<file path="src/rtl/addr_seq.sv">
// Address sequencer: emits start_addr .. start_addr+count-1 over a valid/ready port, then pulses done.
// Optional build macro ADDR_SEQ_WRAP_ERR_EN: a run that would wrap past all-ones stops with a wrap_err pulse.

package addr_seq_pkg;
    localparam int unsigned ADDR_W = 16;

    typedef logic [ADDR_W-1:0] addr_t;

    typedef enum logic [1:0] {
        ALU_PASS = 2'd0,
        ALU_INC  = 2'd1,
        ALU_DEC  = 2'd2,
        ALU_ADD  = 2'd3
    } alu_cmd_t;
endpackage

// Address ALU: modular address arithmetic, zflag set when the result is zero.
module addr_alu
    import addr_seq_pkg::*;
(
    input  addr_t    x,
    input  addr_t    y,
    input  alu_cmd_t cmd,
    output addr_t    z,
    output logic     zflag
);

    always_comb begin
        z = x;
        case (cmd)
            ALU_PASS: z = x;
            ALU_INC:  z = x + addr_t'(1);
            ALU_DEC:  z = x - addr_t'(1);
            ALU_ADD:  z = x + y;
            default:  z = x;
        endcase
        zflag = (z == addr_t'(0));
    end

endmodule

module addr_seq
    import addr_seq_pkg::*;
#(
    parameter int unsigned CNT_W = 8
) (
    input  logic             clk,
    input  logic             reset_n,
    input  logic             start,
    input  addr_t            start_addr,
    input  logic [CNT_W-1:0] count,
    input  logic             abort,
    output logic             out_valid,
    input  logic             out_ready,
    output addr_t            out_addr,
    output logic             busy,
    output logic             done
`ifdef ADDR_SEQ_WRAP_ERR_EN
    ,
    output logic             wrap_err
`endif
);

`ifdef ADDR_SEQ_WRAP_ERR_EN
    localparam bit WRAP_STOP = 1'b1;
`else
    localparam bit WRAP_STOP = 1'b0;
`endif

    typedef enum logic [1:0] {
        S_IDLE = 2'd0,
        S_EMIT = 2'd1,
        S_DONE = 2'd2
    } state_t;

    state_t           state;
    state_t           state_nxt;
    addr_t            addr_q;
    addr_t            addr_nxt;
    logic [CNT_W-1:0] rem_q;
    logic [CNT_W-1:0] rem_nxt;
    addr_t            alu_z;
    logic             alu_zflag;
    logic             handshake;
    logic             wrap_hit;
    logic             wrap_nxt;

    addr_alu u_alu (
        .x     (addr_q),
        .y     (addr_t'(0)),
        .cmd   (ALU_INC),
        .z     (alu_z),
        .zflag (alu_zflag)
    );

    assign out_addr = addr_q;

    // Next state; abort outranks any handshake or completion in the same cycle.
    always_comb begin
        state_nxt = state;
        addr_nxt  = addr_q;
        rem_nxt   = rem_q;
        wrap_nxt  = 1'b0;
        handshake = out_valid && out_ready;
        wrap_hit  = WRAP_STOP && alu_zflag;

        case (state)
            S_IDLE: begin
                if (start && !abort) begin
                    if (count != '0) begin
                        state_nxt = S_EMIT;
                        addr_nxt  = start_addr;
                        rem_nxt   = count;
                    end else begin
                        state_nxt = S_DONE;
                    end
                end
            end
            S_EMIT: begin
                if (abort) begin
                    state_nxt = S_IDLE;
                end else if (handshake) begin
                    if (rem_q == CNT_W'(1)) begin
                        state_nxt = S_DONE;
                    end else if (wrap_hit) begin
                        // All-ones address was just transferred; refuse to wrap.
                        state_nxt = S_IDLE;
                        wrap_nxt  = 1'b1;
                    end else begin
                        addr_nxt = alu_z;
                        rem_nxt  = rem_q - CNT_W'(1);
                    end
                end
            end
            S_DONE: begin
                state_nxt = S_IDLE;
            end
            default: begin
                state_nxt = S_IDLE;
            end
        endcase
    end

    // State, datapath and registered status outputs.
    always_ff @(posedge clk or negedge reset_n) begin
        if (!reset_n) begin
            state     <= S_IDLE;
            addr_q    <= addr_t'(0);
            rem_q     <= CNT_W'(0);
            out_valid <= 1'b0;
            busy      <= 1'b0;
            done      <= 1'b0;
        end else begin
            state     <= state_nxt;
            addr_q    <= addr_nxt;
            rem_q     <= rem_nxt;
            out_valid <= (state_nxt == S_EMIT);
            busy      <= (state_nxt != S_IDLE);
            done      <= (state_nxt == S_DONE);
        end
    end

`ifdef ADDR_SEQ_WRAP_ERR_EN
    always_ff @(posedge clk or negedge reset_n) begin
        if (!reset_n) begin
            wrap_err <= 1'b0;
        end else begin
            wrap_err <= wrap_nxt;
        end
    end
`endif

endmodule

</file>
<file path="config.mk">
export PLATFORM = sky130hd
export DESIGN_NAME = addr_seq
export DESIGN_NICKNAME = d
export VERILOG_FILES = /design/src/rtl/addr_seq.sv
export SDC_FILE = /design/constraint.sdc
export NUM_CORES = 1
export LEC_CHECK = 0
export ABC_CLOCK_PERIOD_IN_PS = 3500
export CAP_MARGIN = 10
export CELL_PAD_IN_SITES_DETAIL_PLACEMENT = 0
export CELL_PAD_IN_SITES_GLOBAL_PLACEMENT = 1
export CORE_ASPECT_RATIO = 1.75
export CORE_UTILIZATION = 41
export DETAILED_ROUTE_END_ITERATION = 16
export PLACE_DENSITY_LB_ADDON = 0.1
export SLEW_MARGIN = 20
export SYNTH_ARGS = -nofsm -noshare
export SYNTH_HDL_FRONTEND = slang
export SYNTH_HIERARCHICAL = 1
export SYNTH_SLANG_ARGS = --single-unit
</file>
<file path="constraint.sdc">
create_clock -name clk -period 3.5 [get_ports clk]
set_input_delay 0.35 -clock clk [delete_from_list [all_inputs] [get_ports clk]]
set_output_delay 0.35 -clock clk [all_outputs]
set_load 0.02 [all_outputs]
</file>
==> impl_metrics.tcl <==
set metrics [dict create \
    wirelength_um 7550 \
    port_buffers 47 \
    syn2layout_area_growth_pct 27.0 \
    path_class "flip-flop to flip-flop" \
    nFillCells 588 \
    rrSetupSlack_ns 0.69 \
    grtUsageTotal_pct 25.2 \
    grt_setup_unrepaired "no" \
    cts.clk_slew.worst_paths_ns 0.08 \
    cts_buffer_depth 2 \
    max_cap_violations 0 \
    die_h_um 107 \
    slew_viol_final 0 \
    skew_ns 0.0132 \
    r2r-start "out_addr[0]" \
    worst_slew_pin_slew_ns 0.840 \
    synth_area_per_cell_um2 9.06 \
    grt_max_degree 30 \
    grt_pass1_wl_um 12200 \
    cts_sinks 29 \
    vias 2500 \
    setup_violations 0 \
    fin_crit_sh_pct 80.4 \
    r2r-end "out_addr[14]" \
    start_util_pct 42.2 \
    start_kind "flip-flop" \
    max_slew_margin_pct 43.5 \
    cts_resized 0 \
    die_w_um 62.1 \
    hold_violations 0 \
    fin_crit_ns 2.81 \
    coreArea_mm2 0.00613 \
    end_kind "flip-flop" \
    clk_latency_ns 0.29 \
    status "complete, no violations" \
    cts_htree_levels 2 \
    grt_pass1_vias 2564 \
    leakage_nw 1.31 \
    syn_area_mm2 0.00259 \
    cts_post_setup_buffers_inserted 0 \
    cts_tree "done" \
    p_total_w 0.00163 \
    drc_errors 0 \
    worstHoldPathType "primary input to asynchronous set/reset pin" \
    layout-drive-gt1-share_pct 12.1 \
    vias_per_cell 5.87 \
    antenna_found_initial 0 \
    antenna_left 0 \
    arrival_ns 2.96 \
    ir_drop_uv 229 \
    numCtsBuffers 5 \
    rr_worst_depth 10 \
    max_freq_mhz 355 \
    nets 392 \
    dp_hpwl_um 5540 \
    drtIter0Drc 110 \
    required_ns 3.65 \
    wl_per_cell_um 17.7 \
    ios 48 \
    dr.pass1.iters 4 \
    antenna_cells 0 \
    power_density_mw_per_mm2 496 \
    ctsHoldBuffers 0 \
    die_area_mm2 0.00665 \
    num_rows 38 \
    grt_overflow 0 \
    critPathMaxFanout 4 \
    syn-instance-count 286 \
    ys_warn_count 6 \
    setup_tns_ns 0 \
    root_buffer "clkbuf_8" \
    routabilityCongestion 0.884 \
]
==> worst max path at each step <==
stage | from | endpoint | slack, ns
6_report | out_addr[0] | out_addr[14] | 0.69
5_1_grt | out_addr[0] | out_addr[14] | 0.45
4_1_cts | out_addr[0] | out_addr[14] | 0.67
3_5_place_dp | out_addr[0] | out_addr[14] | 0.68
3_3_place_gp | out_addr[0] | out_addr[14] | 0.73
2_1_floorplan | out_addr[0] | out_addr[10] | 0.87
==> metal layers <==
layer | vias up | global-route usage (%) | part of all wire (%)
met2 | 86 | 44.5 | 54
met3 | 31 | 4.10 | 3.9
met1 | 1187 | 25.7 | 37
li1 | 1196 | - | -
met5 | - | 0 | 0
met4 | 0 | 15.6 | 4.9
==> layout make-up <==
type                       instances  area [µm²]  area share, %
inverter                           8        30.0          0.913
timing repair buffer              51         500           15.2
tap                               80         100           3.04
multi-input combinational        250        1810           55.1
clock buffer                       6        82.6           2.51
sequential                        29         726           22.1
clock inverter                     2        37.5           1.14
==> power by group <==
| group | switching [W] | leakage, nW | internal, W |
|---|---|---|---|
| logic | 0.000389 | 0.923 | 0.000389 |
| registers | 0.0000809 | 0.335 | 0.000392 |
| clock network | 0.000150 | 0.0574 | 0.000232 |
| total | 0.000620 | 1.31 | 0.00101 |
==> state kept, by name (all words and copies together) (netlist names) <==
register and cells:
out_addr 16, rem_q 8, state 2, busy 1, done 1, out_valid 1
==> worst max-delay path, stage by stage, from the launching register on <==
cell       delay [ns]
dfrtp_1          0.42
ha_1             0.25
fa_1             0.42
a21o_1           0.20
a221oi_2         0.32
a21oi_1          0.15
nor4b_1          0.37
xnor2_1          0.10
mux2_2           0.27
o22ai_1          0.11
a2bb2oi_1        0.09
==> per-stage QoR <==
step	instance area, µm²	hold WS, ns	utilization (%)	cells	setup WS (ns)
after floorplan	2670	0.0544	-	306	0.874
final	3290	0.453	53.6	426	0.686
after detailed placement	3170	0.538	51.7	418	0.683
after global placement	3170	0.522	51.7	418	0.735
after CTS	3290	0.464	53.6	426	0.674
after global routing	3290	0.502	53.6	426	0.454
==> cell usage in the layout, fill, tap and decap left out, types with 9 or more instances in the layout <==
| cell | instances |
|---|---|
| dfrtp_1 | 29 |
| nand3_1 | 9 |
| nor2_1 | 13 |
| clkdlybuf4s50_1 | 47 |
| a21oi_1 | 16 |
| o22ai_1 | 23 |
| o21ai_0 | 13 |
| ha_1 | 17 |
| a2bb2oi_1 | 11 |
| conb_1 | 22 |
| o21a_1 | 14 |
| nand2_1 | 15 |
No activity file was read; power rests on OpenSTA's default activity.
